===== src/rtl/vec_pkg.sv =====
// Shared vector datapath types and sizes for the loader and the halving stage.
package vec_pkg;

  localparam int IWIDTH  = 10;
  localparam int NINPUTS = 8;

  // Width of an element index; a single-bit counter is the floor even for tiny vectors
  function automatic int cnt_width(input int n);
    return (n > 1) ? $clog2(n) : 1;
  endfunction

  localparam int CNT_W = cnt_width(NINPUTS);

  typedef logic [IWIDTH-1:0] elem_t;
  typedef elem_t vec_t [NINPUTS];

endpackage


===== src/rtl/vec_bank.sv =====
// One vector's worth of element storage: indexed single-element write, whole-vector read.
module vec_bank
  import vec_pkg::*;
#(
  parameter int IWIDTH  = vec_pkg::IWIDTH,
  parameter int NINPUTS = vec_pkg::NINPUTS
) (
  input  logic                               clk,
  input  logic                               rst_n,
  input  logic                               we,
  input  logic [cnt_width(NINPUTS)-1:0]      waddr,
  input  logic [IWIDTH-1:0]                  wdata,
  output logic [IWIDTH-1:0]                  rdata [NINPUTS]
);

  always_ff @(posedge clk) begin
    if (!rst_n) begin
      for (int i = 0; i < NINPUTS; i++) begin
        rdata[i] <= '0;
      end
    end else if (we) begin
      rdata[waddr] <= wdata;
    end
  end

endmodule


===== src/rtl/vec_stream_loader.sv =====
// Serial-to-parallel vector loader with ping-pong banks and valid/ready on both sides.
// Optional framing check on in_last is enabled by defining VEC_LOADER_LAST_CHECK_EN.
module vec_stream_loader
  import vec_pkg::*;
#(
  parameter int IWIDTH  = vec_pkg::IWIDTH,
  parameter int NINPUTS = vec_pkg::NINPUTS
) (
  input  logic              clk,
  input  logic              rst_n,
  input  logic [IWIDTH-1:0] in_data,
  input  logic              in_valid,
  input  logic              in_last,
  output logic              in_ready,
  output logic [IWIDTH-1:0] out_data [NINPUTS],
  output logic              out_valid,
  input  logic              out_ready,
  output logic              frame_err
);

  localparam int            CW   = cnt_width(NINPUTS);
  localparam logic [CW-1:0] LAST = CW'(NINPUTS - 1);

  logic          wr_bank;
  logic          rd_bank;
  logic [1:0]    full;
  logic [CW-1:0] cnt;

  logic          in_fire;
  logic          out_fire;
  logic          drop;
  logic          we0;
  logic          we1;

  logic [IWIDTH-1:0] rdata0 [NINPUTS];
  logic [IWIDTH-1:0] rdata1 [NINPUTS];

  assign in_ready  = !full[wr_bank];
  assign out_valid = full[rd_bank];
  assign in_fire   = in_valid && in_ready;
  assign out_fire  = out_valid && out_ready;

  always_comb begin
    we0 = 1'b0;
    we1 = 1'b0;
    if (in_fire) begin
      we0 = !wr_bank;
      we1 = wr_bank;
    end
  end

  vec_bank #(.IWIDTH(IWIDTH), .NINPUTS(NINPUTS)) u_bank0 (
    .clk   (clk),
    .rst_n (rst_n),
    .we    (we0),
    .waddr (cnt),
    .wdata (in_data),
    .rdata (rdata0)
  );

  vec_bank #(.IWIDTH(IWIDTH), .NINPUTS(NINPUTS)) u_bank1 (
    .clk   (clk),
    .rst_n (rst_n),
    .we    (we1),
    .waddr (cnt),
    .wdata (in_data),
    .rdata (rdata1)
  );

  // Output mux selects between two register banks, so out_* never sees in_* combinationally
  always_comb begin
    for (int i = 0; i < NINPUTS; i++) begin
      out_data[i] = rd_bank ? rdata1[i] : rdata0[i];
    end
  end

  // A vector transfer only ever touches the full read bank and an element transfer
  // only the empty write bank, so both updates to full[] can land in the same cycle.
  always_ff @(posedge clk) begin
    if (!rst_n) begin
      cnt     <= '0;
      wr_bank <= 1'b0;
      rd_bank <= 1'b0;
      full    <= 2'b00;
    end else begin
      if (out_fire) begin
        full[rd_bank] <= 1'b0;
        rd_bank       <= ~rd_bank;
      end
      if (in_fire) begin
        if (drop) begin
          cnt <= '0;
        end else if (cnt == LAST) begin
          cnt           <= '0;
          full[wr_bank] <= 1'b1;
          wr_bank       <= ~wr_bank;
        end else begin
          cnt <= cnt + CW'(1);
        end
      end
    end
  end

`ifdef VEC_LOADER_LAST_CHECK_EN
  // A short vector is thrown away; a long one is still committed, but both are flagged
  assign drop = in_last && (cnt != LAST);

  always_ff @(posedge clk) begin
    if (!rst_n) begin
      frame_err <= 1'b0;
    end else if (in_fire && (in_last != (cnt == LAST))) begin
      frame_err <= 1'b1;
    end
  end
`else
  logic unused_last;

  assign drop        = 1'b0;
  assign frame_err   = 1'b0;
  assign unused_last = in_last;
`endif

endmodule


===== config.mk =====
export PLATFORM = sky130hd
export DESIGN_NAME = vec_stream_loader
export DESIGN_NICKNAME = d
export VERILOG_FILES = /design/src/rtl/vec_pkg.sv /design/src/rtl/vec_bank.sv /design/src/rtl/vec_stream_loader.sv
export SDC_FILE = /design/constraint.sdc
export NUM_CORES = 1
export LEC_CHECK = 0
export BUFFER_PORTS_ARGS = -buffer_cell sky130_fd_sc_hd__buf_2
export CORE_MARGIN = 5
export CORE_UTILIZATION = 57
export DETAILED_ROUTE_END_ITERATION = 10
export HOLD_SLACK_MARGIN = 0.03
export PLACE_DENSITY = 0.79
export SLEW_MARGIN = 10
export SYNTH_ARGS = -nofsm -noshare
export SYNTH_HDL_FRONTEND = slang
export SYNTH_SLANG_ARGS = --single-unit

===== constraint.sdc =====
create_clock -name clk -period 1.7 [get_ports clk]
set_input_delay 0.255 -clock clk [delete_from_list [all_inputs] [get_ports clk]]
set_output_delay 0.255 -clock clk [all_outputs]
set_load 0.01 [all_outputs]

-- Yosys cells after proc, flatten, opt, wreduce, memory -nomap -nowiden
Index checks and enable logic that the tools add are counted.
- word-level logic and storage cells: 69
- input bits: 15
- register bits after elaboration: 167
- output and inout port bits: 83
- add/sub/neg operators: 1
- order comparisons: 6
- equal/unequal tests: 1
- bitwise operators: 6
- muxes and demuxes: 27
- reduce and logical (&&, ||, !) cells: 8
- operators by type and width (kind ; count):
    bitwise mux 80 bit ; 2
    2-to-1 mux 10 bit ; 9
    demux 10 bit (select 3 bit) ; 1
    2-to-1 mux 1 bit ; 8
    2-to-1 mux 2 bit ; 4
    logical AND 1 bit ; 5
    greater-or-equal comparator 4 bit, second input constant ; 1
    < comparator 1 x 2 -> 1 bit, second input constant ; 2
    < comparator 4 x 1 -> 1 bit, second input constant ; 1
    inverter 3 -> 4 bit ; 1
    adder 3 x 1 -> 3 bit, second input constant ; 1
    equality test 3 bit, second input constant ; 1
    2-to-1 mux 3 bit ; 1
    bitwise AND 2 bit ; 1
    demux 1 bit (select 1 bit) ; 2
    greater-or-equal comparator 1 bit, second input constant ; 2
    logical NOT 1 bit ; 2
    inverter 1 bit ; 2
    inverter 2 bit ; 1
    OR 2 bit ; 1
    AND reduction 2 bit ; 1

-- Longest topological paths before layout
Gate-level depths: netlist of run 1.
- word-level depth: 11
- gate-level depth with buffers: 6
- gate-level depth less buffers: 5

-- Modules after synthesis
Synthesis of run 1 repeated with hierarchy kept, for this count alone.
- cell total of the unflattened synthesis: 681
- area, all modules: 7194.4 µm²
- modules (own cells, without submodules) (module ; seq. area each (µm²) ; instances ; cells each ; area an instance (µm²)):
    vec_bank ; 1601.5 ; 2 ; 276 ; 2927.8
    vec_stream_loader ; 140.1 ; 1 ; 129 ; 1338.8

-- Least setup slack after synthesis of run 1
OpenSTA, ideal clock, no wires.
- path type: register -> output
- from: register rd_bank
- to: output out_data[0] (netlist bit)
- arrival: 1.255 ns
- buffers on the path: 2
- data required time: 1.445 ns
- cell stages (with the launch flop): 4
- slack: 0.190 ns
- cells stage by stage: dfxtp_1 > clkbuf_1 > buf_2 > mux2_2
- RTL lines (what ; RTL line ; text):
    from (decl) ; vec_stream_loader.sv:25 ; logic rd_bank;
    from (signal assigned) ; vec_stream_loader.sv:88 ; rd_bank <= ~rd_bank;
    to (decl) ; vec_stream_loader.sv:15 ; output logic [IWIDTH-1:0] out_data [NINPUTS],

==> impl_metrics.py, run 1 <==
metrics = {
    "run_status": {
        "status": "finished with violations",
        "failed_checks": "setup timing",
    },
    "logic_synthesis": {
        "async_reset_ff_share_pct": 0,
        "syn_nets": 699,
        "yosysWarningCount": 0,
        "synth_compound_area_share_pct": 0.723,
        "ys_seq_area_share_pct": 47.2,
        "synth_fa_ha_area_share_pct": 0.353,
        "synthMuxAreaShare_pct": 36.0,
        "synth_enable_flop_cells": 0,
        "ys_ff_latch": 167,
        "avgSynthCellArea_sq_um": 10.4,
        "synth_cell_types": 28,
        "syn_inst": 682,
        "yosys.area_share.simple_pct": 12.3,
        "synth_top_family_by_area": "multiplexers",
        "synth_xor_area_share_pct": 0,
        "dominantRegCellSynth": "dfxtp_1",
        "synth_area_sq_mm": 0.00709,
    },
    "power_and_ir_drop": {
        "swShare_pct": 21.9,
        "p_leak_nw": 4.26,
        "power_switching_mw": 1.79,
        "p_seq_share_pct": 48.7,
        "clkPwrFrac_pct": 44.9,
        "pwr-share-comb_pct": 6.4,
        "ir_worst_vdd_v": 0.000584,
        "p_per_area_mw_per_mm2": 871,
        "intPower_mw": 6.41,
    },
    "timing": {
        "tns_ps": -9140,
        "rsz0062_at_grt": "true",
        "finalSetupViolations": 81,
        "period_minus_slack_ps": 1850,
        "slew_headroom_pct": 54.4,
        "clock_skew_ps": 6.07,
        "max_freq_mhz": 540,
        "hold-worst-slack_ps": 101,
        "slew_viol_final": 0,
        "timing.final.ws_setup_ps": -153,
        "worst_pin_slew_ps": 683,
        "hold_viol_final": 0,
        "fin_crit_sh_pct": 109,
    },
    "placed_design": {
        "port_buffers": 95,
        "gp_congestion": 0.790,
        "dp_cells": 916,
        "dpl_cell_area_sq_mm": 0.00784,
        "hpwl_mm": 11.0,
    },
    "worst_setup_path": {
        "rrSetupSlack_ps": 40,
        "start_kind": "flip-flop",
        "endpoint_kind": "output pin",
        "r2r_end": "u_bank1.rdata[60]",
        "arrival_ps": 1600,
        "path_class": "reg -> out",
        "cp_max_fo": 8,
        "reg2reg_from": "cnt[0]",
        "critPathRequiredTime_ps": 1440,
        "reg2reg_depth": 3,
    },
    "floorplan": {
        "die-height_microns": 122,
        "initial_utilization_pct": 58.5,
        "fp.dieArea_sq_mm": 0.0148,
        "die_w_microns": 122,
        "io_pins": 98,
        "fp.coreArea_sq_mm": 0.0121,
        "rows": 40,
    },
    "final_layout": {
        "syn_to_final_growth_pct": 32.7,
        "n_antenna_cell": 0,
        "num-nets-final": 797,
        "fin_cells": 959,
        "design_area_sq_mm": 0.00941,
        "drive_gt1_share_pct": 32.6,
        "nFillCells": 735,
    },
    "global_routing": {
        "grt_pass1_vias": 5357,
        "grtUsageTotal_pct": 23.6,
        "grt_pass1_wl_mm": 27.3,
        "gr-total-overflow": 0,
        "antenna_found_initial": 0,
        "grt_max_degree": 64,
    },
    "route": {
        "routed_wl_mm": 20.0,
        "routed_via_density": 5.68,
        "wl_per_cell_microns": 20.9,
        "drcViolationCount": 0,
        "antenna_left": 0,
        "vias": 5447,
        "drt_iter0_markers": 531,
        "dr.pass1.iters": 5,
    },
    "cts": {
        "cts_hold_buf": 0,
        "cts_buffer_depth": 2,
        "cts_tree": "yes",
        "cts_sinks": 167,
        "clock_latency_ps": 420,
        "cts_root_buf": "clkbuf_16",
        "clk_pin_slew_ps": 60,
        "cts_inserted_buffers": 17,
        "htree_levels": 4,
    },
    "flow_run": {
        "maxCapViolations": 0,
    },
    "min_path": {
        "whs_path_depth": 2,
        "min_from": "out_ready",
        "hold_end": "rd_bank",
        "min_path_type": "in -> reg",
    },
}
## worst max path at each step
stage          slack, ps                 to     start
4_1_cts             -180       out_data[31]   rd_bank
5_1_grt             -180       out_data[11]   rd_bank
3_5_place_dp         140  u_bank1.rdata[69]    cnt[0]
2_1_floorplan        190        out_data[0]   rd_bank
6_report            -150       out_data[11]   rd_bank
3_3_place_gp         150  u_bank0.rdata[29]  in_valid
## worst max-delay path, stage by stage, from the launching register on
cell	delay (ps)
dfxtp_4	390
buf_8	150
clkbuf_16	180
mux2_4	320
buf_6	120
## cells in the final DEF (no fill, tap or decap)
cell | synthesis | final
buf_4 | 5 | 19
nor3b_2 | 0 | 2
mux2i_1 | 164 | 163
buf_6 | 0 | 78
and4bb_1 | 1 | 1
nand4b_1 | 1 | 1
clkbuf_1 | 33 | 7
nor2_1 | 3 | 3
or3_4 | 0 | 1
conb_1 | 1 | 1
a31oi_1 | 1 | 1
nor4b_4 | 1 | 1
bufinv_16 | 0 | 2
nor4bb_2 | 0 | 1
a21oi_1 | 1 | 1
o221a_2 | 2 | 2
nor2_4 | 1 | 1
mux2_2 | 81 | 4
and3_1 | 1 | 1
buf_12 | 0 | 9
nand3_1 | 1 | 1
mux2_4 | 0 | 77
nand3b_1 | 1 | 1
clkbuf_16 | 0 | 22
buf_2 | 12 | 18
clkinv_2 | 0 | 2
a311oi_1 | 2 | 2
ha_1 | 2 | 2
dfxtp_1 | 167 | 164
buf_8 | 0 | 4
clkbuf_8 | 0 | 2
dfxtp_2 | 0 | 2
nand2_1 | 178 | 178
inv_1 | 1 | 1
mux2i_2 | 0 | 1
dfxtp_4 | 0 | 1
nor2b_1 | 4 | 4
or3_1 | 2 | 1
nand2_2 | 9 | 9
## per-layer routing
layer  share of wire [%]  vias to the layer above  GRT usage (%)  wire (microns)
met2                  49                      188           40.7            9760
met4                 2.9                        0           8.19             590
met1                  43                     2705           29.1            8610
li1                    -                     2503              -               -
met5                   0                        -              0               0
met3                 5.2                       51           5.20            1040
## power by group through the flow
| stage | clock, mW | combinational [mW] | sequential [mW] |
|---|---|---|---|
| 2_1_floorplan | 0 | 0.285 | 4.06 |
| 3_3_place_gp | 0 | 0.418 | 4.07 |
| 3_5_place_dp | 0 | 0.432 | 4.08 |
| 4_1_cts | 3.69 | 0.455 | 3.99 |
| 5_1_grt | 3.86 | 0.553 | 4.00 |
| 6_report | 3.68 | 0.525 | 4.00 |
## kinds of logic after synthesis
logic type | after synthesis
simple gates | 206
other cells | 1
flops | 167
fa+ha+maj | 2
compound gates | 6
buf+inv | 55
mux | 245
## cell usage after synthesis, types with 3 or more instances
cell type	number	share of area, %
mux2_2	81	13
buf_1	4	0.21
buf_4	5	0.53
nand2_2	9	0.79
nor2b_1	4	0.35
mux2i_1	164	23
nand2_1	178	9.4
nor2_1	3	0.16
clkbuf_1	33	1.7
buf_2	12	0.85
dfxtp_1	167	47
## layout make-up
cell class                 instances  area [sq um]  share of cell area (%)
multi-input combinational        460          3820                    40.6
sequential                       167          3350                    35.6
timing repair buffer             133          1480                    15.7
clock buffer                      26           479                    5.09
tap                              168           210                    2.23
clock inverter                     4          70.1                   0.745
inverter                           1          3.75                  0.0399
## timing repair
item / 4_1_cts / 5_1_grt
setup buffers: 2 / 4
gates resized for setup: 30 / 141
endpoints found under the setup margin: 74 / 94
cloned: 0 / 7
## flip-flops by register name, indices dropped and copies added, names as in the netlist
register	cells
cnt	3
full	2
rd_bank	1
u_bank0.rdata	80
u_bank1.rdata	80
wr_bank	1
## metrics by stage
stage | util [%] | worst slack [ps] | power, mW
after global placement | 64.8 | 147 | 4.49
after CTS | 70.6 | -177 | 8.13
after floorplan | - | 190 | 4.35
after global routing | 77.7 | -182 | 8.42
final | 77.7 | -153 | 8.20
after detailed placement | 64.8 | 144 | 4.51
No activity file was read; power rests on OpenSTA's default activity.
==> run 2: changes to the inputs <==
--- a/config.mk
+++ b/config.mk
@@ -5,12 +5,15 @@
 export SDC_FILE = /design/constraint.sdc
 export NUM_CORES = 1
 export LEC_CHECK = 0
+export ABC_AREA = 1
 export BUFFER_PORTS_ARGS = -buffer_cell sky130_fd_sc_hd__buf_2
+export CORE_ASPECT_RATIO = 0.6
 export CORE_MARGIN = 5
 export CORE_UTILIZATION = 57
 export DETAILED_ROUTE_END_ITERATION = 10
 export HOLD_SLACK_MARGIN = 0.03
 export PLACE_DENSITY = 0.79
+export REMOVE_ABC_BUFFERS = 1
 export SLEW_MARGIN = 10
 export SYNTH_ARGS = -nofsm -noshare
 export SYNTH_HDL_FRONTEND = slang
==> run 2 against run 1 <==
  * The run now ends clean
  * Synthesized cell count grew 60%
  * Highest routed layer unchanged
  * Total power grew 4.4%
  * Critical path type unchanged
  * Worst setup slack gained 180 ps
  * Sequential power is essentially flat
  * Die area grew 2.1%
  * Largest power group unchanged
  * First-iteration DRC count grew 56%
==> impl_metrics.py, run 2 <==
metrics = {
    "floorplan": {
        "io_pins": 98,
        "fp.coreArea_sq_mm": 0.0122,
        "fp.dieArea_sq_mm": 0.0151,
        "rows": 31,
        "die-height_microns": 97.1,
        "initial_utilization_pct": 59.0,
        "die_w_microns": 155,
    },
    "final_layout": {
        "syn_to_final_growth_pct": 21.6,
        "num-nets-final": 1199,
        "n_antenna_cell": 0,
        "drive_gt1_share_pct": 16.6,
        "final_cell_mix": "nand2_1 (338), nor2_1 (212), dfxtp_1 (166), nor3_1 (120), o21ai_0 (116)",
        "design_area_sq_mm": 0.00877,
        "fin_util_pct": 71.8,
        "fin_cells": 1360,
        "final_common_cell": "nand2_1",
        "largestRegisters": "u_bank0.rdata (80), u_bank1.rdata (80), cnt (3)",
    },
    "timing": {
        "slew_viol_final": 0,
        "slew_headroom_pct": 48.3,
        "period_minus_slack_ps": 1670,
        "hold-worst-slack_ps": 153,
        "max_freq_mhz": 599,
        "worst_pin_slew_ps": 774,
        "rsz0062_at_grt": "true",
        "hold_viol_final": 0,
        "clock_skew_ps": 10.9,
        "finalSetupViolations": 0,
        "tns_ps": 0,
        "timing.final.ws_setup_ps": 29.5,
        "fin_crit_sh_pct": 98.3,
    },
    "cts": {
        "cts_tree": "yes",
        "cts_setup_buffers": 0,
        "cts_sinks": 167,
        "cts_inserted_buffers": 17,
        "cts_hold_buf": 0,
        "htree_levels": 4,
        "cts_buffer_depth": 2,
        "clk_pin_slew_ps": 60,
        "clock_latency_ps": 420,
        "cts_root_buf": "clkbuf_16",
    },
    "logic_synthesis": {
        "synth_compound_area_share_pct": 8.81,
        "synth_xor_area_share_pct": 0,
        "async_reset_ff_share_pct": 0,
        "yosysWarningCount": 0,
        "synth_top_family_by_area": "simple AND/OR/NAND/NOR gates",
        "yosys-top-cells-count": "nand2_1 (341), nor2_1 (214), dfxtp_1 (167), nor3_1 (120), o21ai_0 (116)",
        "syn_inst": 1093,
        "ys_ff_latch": 167,
        "synth_top_area_share_pct": 46.3,
        "yosysTopAreaCell": "dfxtp_1",
        "synth_fa_ha_area_share_pct": 0.347,
        "synth_area_sq_mm": 0.00721,
        "avgSynthCellArea_sq_um": 6.60,
        "ys_seq_area_share_pct": 46.3,
        "synthTopCellsByArea": "dfxtp_1 (46%), nand2_1 (18%), nor2_1 (11%)",
        "yosys.area_share.simple_pct": 38.8,
        "synthMuxAreaShare_pct": 0,
        "yosysMostFrequentCell": "nand2_1",
        "synth_enable_flop_cells": 0,
        "synth_cell_types": 19,
        "dominantRegCellSynth": "dfxtp_1",
    },
    "power_and_ir_drop": {
        "intPower_mw": 6.49,
        "finalPower_mw": 8.56,
        "power_switching_mw": 2.07,
        "ir_worst_vdd_v": 0.000733,
        "pwr-share-comb_pct": 7.8,
        "p_seq_share_pct": 46.9,
        "clkPwrFrac_pct": 45.2,
        "p_per_area_mw_per_mm2": 976,
        "p_leak_nw": 4.19,
        "swShare_pct": 24.1,
    },
    "route": {
        "drcViolationCount": 0,
        "wl_per_cell_microns": 15.8,
        "drt_iter0_markers": 831,
        "routed_wl_mm": 21.5,
        "vias": 7482,
        "antenna_left": 0,
        "dr.pass1.iters": 5,
        "routed_via_density": 5.50,
    },
    "worst_setup_path": {
        "r2r_end": "u_bank1.rdata[58]",
        "crit_top_cell": "nand2_1",
        "crit_family": "flip-flops",
        "reg2reg_from": "wr_bank",
        "path_cells": "buf_6 > nand2_1 > nand2_1 > buf_2",
        "critPathRequiredTime_ps": 1440,
        "reg2reg_depth": 6,
        "rrSetupSlack_ps": 170,
        "cp_slowest_cell": "dfxtp_4",
        "path_class": "reg -> out",
        "cp_max_fo": 23,
        "cp_num_buf_inv": 2,
        "start_kind": "flip-flop",
        "endpoint_kind": "output pin",
        "cpPeakStageDelay_ps": 430,
        "arrival_ps": 1420,
    },
    "global_routing": {
        "grt_pass1_wl_mm": 34.2,
        "grt_max_degree": 49,
        "gr-total-overflow": 0,
        "antenna_found_initial": 0,
        "grt_pass1_vias": 6695,
        "grtUsageTotal_pct": 27.8,
    },
    "placed_design": {
        "gp_congestion": 0.885,
        "dp_cells": 1325,
        "port_buffers": 95,
        "dp_slack_ps": -71.5,
        "dpl_cell_area_sq_mm": 0.00804,
        "hpwl_mm": 13.3,
    },
    "min_path": {
        "min_path_type": "in -> reg",
        "hold_end": "rd_bank",
        "whs_path_depth": 4,
        "min_from": "out_ready",
    },
    "run_status": {
        "status": "completed",
    },
    "flow_run": {
        "maxCapViolations": 0,
    },
}
## run 2: cell types whose count changed in the layout (fill, tap and decap cells not counted), sizes merged, moves of 81 or more
| cell | before | now |
|---|---|---|
| mux2i | 164 | 0 |
| o21ai | 0 | 122 |
| nor2 | 4 | 220 |
| nand2 | 187 | 341 |
| nor3 | 0 | 120 |
| mux2 | 81 | 0 |
## run 2: worst max-delay path by stage
| stage | start | end | slack (ps) | depth (start not counted) |
|---|---|---|---|---|
| after floorplan | rd_bank | out_data[0] | -1330 | 3 |
| after global placement | full[0] | u_bank0.rdata[53] | -20 | 6 |
| after detailed placement | full[0] | u_bank0.rdata[59] | -70 | 6 |
| after CTS | full[0] | u_bank0.rdata[59] | -90 | 6 |
| after global routing | rd_bank | out_valid | -30 | 4 |
| final | rd_bank | out_data[5] | 30 | 4 |
## run 2: power by group through the flow
stage | sequential, mW | clock (mW) | combinational [mW]
2_1_floorplan | 4.10 | 0 | 0.294
3_3_place_gp | 4.10 | 0 | 0.637
3_5_place_dp | 4.10 | 0 | 0.644
4_1_cts | 4.02 | 3.89 | 0.647
5_1_grt | 4.02 | 4.07 | 0.721
6_report | 4.02 | 3.87 | 0.669
## run 2: final cells by class
cell class,count,area [sq um]
multi-input combinational,825,3480
fill,1020,3450
sequential,167,3350
timing repair buffer,150,1050
clock buffer,23,478
tap,165,206
clock inverter,9,119
inverter,21,86.3
## run 2: cells by family after synthesis
logic type,Yosys count
and+or+nand+nor,695
DFF,167
AOI/OAI and AO/OA,127
buffers and inverters,101
adders and majority gates,2
other,1
## run 2: metal layers
metal	share of wire, %	vias to the layer above	wire length, microns	track usage, %
li1	-	3665	-	-
met1	47	3417	10000	42.2
met2	40	371	8680	38.9
met3	12	29	2500	6.94
met4	1.4	0	312	6.99
met5	0	-	0	0
## run 2: worst reg2reg max path, stage by stage, from the launching register on
cell     delay [ps]
dfxtp_1         340
buf_4           130
nand3_2         130
buf_12          210
nor2_2          370
o21ai_0         170
nor2_1          120
## run 2: timing repair
item                       in CTS  in global routing
pin swaps                       0                  0
gates cloned                    1                  2
gates resized for setup        11                  6
setup endpoints to repair      83                 32
==> run 3: changes to the inputs <==
--- a/config.mk
+++ b/config.mk
@@ -14,6 +14,7 @@
 export HOLD_SLACK_MARGIN = 0.03
 export PLACE_DENSITY = 0.79
 export REMOVE_ABC_BUFFERS = 1
+export SETUP_SLACK_MARGIN = 0.3
 export SLEW_MARGIN = 10
 export SYNTH_ARGS = -nofsm -noshare
 export SYNTH_HDL_FRONTEND = slang
==> run 3 against run 2 <==
  * Cell area up 8.1%
  * Register-to-register slack better by 90 ps
  * Count of clock-buffer cells in the layout unchanged
  * Sequential share of layout area down 2.8 points
  * Critical path depth unchanged
  * Sequential power about the same
  * First-iteration DRC count up 33%
  * Total power up 2.0%
  * Die area unchanged
  * Highest routed layer unchanged
==> impl_metrics.py, run 3 (synthesis gave the netlist of run 2 again) <==
metrics = {
    "run_status": {
        "status": "completed",
    },
    "final_layout": {
        "seqCellArea_sq_mm": 0.00335,
        "drive_gt1_share_pct": 22.0,
        "num-nets-final": 1217,
        "n_antenna_cell": 0,
        "design_area_sq_mm": 0.00949,
        "final_cell_mix": "nand2_1 (333), nor2_1 (204), dfxtp_1 (161), o21ai_0 (109), nor3_1 (98)",
        "syn_to_final_growth_pct": 31.5,
        "final_common_cell": "nand2_1",
        "nFillCells": 868,
        "largestRegisters": "u_bank0.rdata (80), u_bank1.rdata (80), cnt (3)",
        "multi_input_area_sq_mm": 0.00385,
    },
    "timing": {
        "rsz0062_at_grt": "true",
        "worst_pin_slew_ps": 526,
        "hold_viol_final": 0,
        "period_minus_slack_ps": 1680,
        "fin_crit_sh_pct": 98.9,
        "slew_headroom_pct": 64.9,
        "timing.final.ws_setup_ps": 19.2,
        "max_freq_mhz": 595,
        "slew_viol_final": 0,
        "finalSetupViolations": 0,
        "clock_skew_ps": 10.5,
    },
    "global_routing": {
        "grt_pass1_vias": 6958,
        "grtUsageTotal_pct": 29.7,
        "gr-total-overflow": 0,
        "grt_max_degree": 49,
        "antenna_found_initial": 0,
        "grt_pass1_wl_mm": 36.1,
    },
    "cts": {
        "cts_root_buf": "clkbuf_16",
        "htree_levels": 4,
        "clock_latency_ps": 430,
        "clk_pin_slew_ps": 60,
        "cts_sinks": 167,
        "cts_tree": "yes",
        "cts_buffer_depth": 2,
        "cts_inserted_buffers": 17,
    },
    "route": {
        "routed_via_density": 5.80,
        "antenna_left": 0,
        "drcViolationCount": 0,
        "routed_wl_mm": 25.0,
        "drt_iter0_markers": 1102,
        "wl_per_cell_microns": 18.1,
        "dr.pass1.iters": 5,
        "vias": 7990,
    },
    "power_and_ir_drop": {
        "p_leak_nw": 4.44,
        "power_switching_mw": 2.19,
        "intPower_mw": 6.54,
        "p_per_area_mw_per_mm2": 920,
        "clkPwrFrac_pct": 44.9,
        "pwr-share-comb_pct": 9.0,
        "p_seq_share_pct": 46.1,
        "swShare_pct": 25.1,
        "ir_worst_vdd_v": 0.000758,
    },
    "floorplan": {
        "initial_utilization_pct": 59.0,
        "die-height_microns": 97.1,
        "fp.dieArea_sq_mm": 0.0151,
        "die_w_microns": 155,
        "fp.coreArea_sq_mm": 0.0122,
        "rows": 31,
        "io_pins": 98,
    },
    "worst_setup_path": {
        "path_class": "reg -> out",
        "path_cells": "buf_12 > nand2_1 > nand2_2 > buf_2",
        "reg2reg_from": "full[0]",
        "arrival_ps": 1430,
        "cp_num_buf_inv": 2,
        "endpoint_kind": "output pin",
        "crit_family": "flip-flops",
        "cp_max_fo": 32,
        "cp_slowest_cell": "dfxtp_4",
        "cp-startpoint": "rd_bank",
        "start_kind": "flip-flop",
        "critPathRequiredTime_ps": 1440,
        "cpPeakStageDelay_ps": 440,
    },
    "min_path": {
        "min_from": "out_ready",
        "min_path_type": "in -> reg",
    },
    "placed_design": {
        "gp_congestion": 0.885,
        "dpl_cell_area_sq_mm": 0.00804,
        "port_buffers": 95,
        "dp_slack_ps": -71.5,
        "hpwl_mm": 13.3,
    },
    "flow_run": {
        "maxCapViolations": 0,
    },
}
## run 3: cell count changes in the layout (fill, tap and decap cells not counted), sizes merged
cell and delta:
buf +12, bufbuf +3, clkbuf +1, nor2 +2
## run 3: path summary, 6_finish.rpt
check,to,slack [ps],cells past startpoint
hold / removal,rd_bank,150,4
setup reg to reg,u_bank0.rdata[14],260,6
hold reg to reg,u_bank0.rdata[31],480,2
setup / recovery,out_data[46],20,4
## run 3: repair_timing
item | in CTS | in global routing
setup buffers | 3 | 3
endpoints found under the setup margin | 222 | 216
pin swaps | 2 | 10
resized for setup | 38 | 97
gates cloned | 8 | 7
hold buffers | 0 | 0
## run 3: cell type report
type,instances,area share [%]
clock buffer,23,5.04
clock inverter,9,1.25
inverter,21,0.910
multi-input combinational,827,40.5
sequential,167,35.4
tap,165,2.18
timing repair buffer,166,14.7
## run 3: power groups by stage
stage               combinational (mW)  sequential [mW]  clock, mW
global placement                 0.637             4.10          0
floorplan                        0.294             4.10          0
CTS                              0.674             4.02       3.89
detailed placement               0.644             4.10          0
global route                     0.837             4.03       4.08
finish                           0.788             4.02       3.92
## run 3: tightest hold or removal path: cells and delay by family
kind	cells	cell delay, ps
buf+inv	1	110
compound gates	1	60
simple gates	2	100
## run 3: metrics by stage
| step | instances | util, % | hold slack (ps) | power (mW) | setup TNS (ps) |
|---|---|---|---|---|---|
| 2_1_floorplan | 1013 | - | 375 | 4.39 | -194860 |
| 3_3_place_gp | 1325 | 65.8 | 465 | 4.74 | -144 |
| 3_5_place_dp | 1325 | 65.8 | 471 | 4.75 | -1060 |
| 4_1_cts | 1368 | 73.9 | 148 | 8.57 | 0 |
| 5_1_grt | 1378 | 77.6 | 158 | 8.94 | -119 |
| 6_report | 1378 | 77.6 | 147 | 8.73 | 0 |
## run 3: metal layers
metal	part of all wire [%]	up-vias	GRT usage (%)
met4	2.3	0	9.08
met2	43	580	43.4
met1	42	3643	43.7
li1	-	3709	-
met5	0	-	0
met3	13	58	6.45
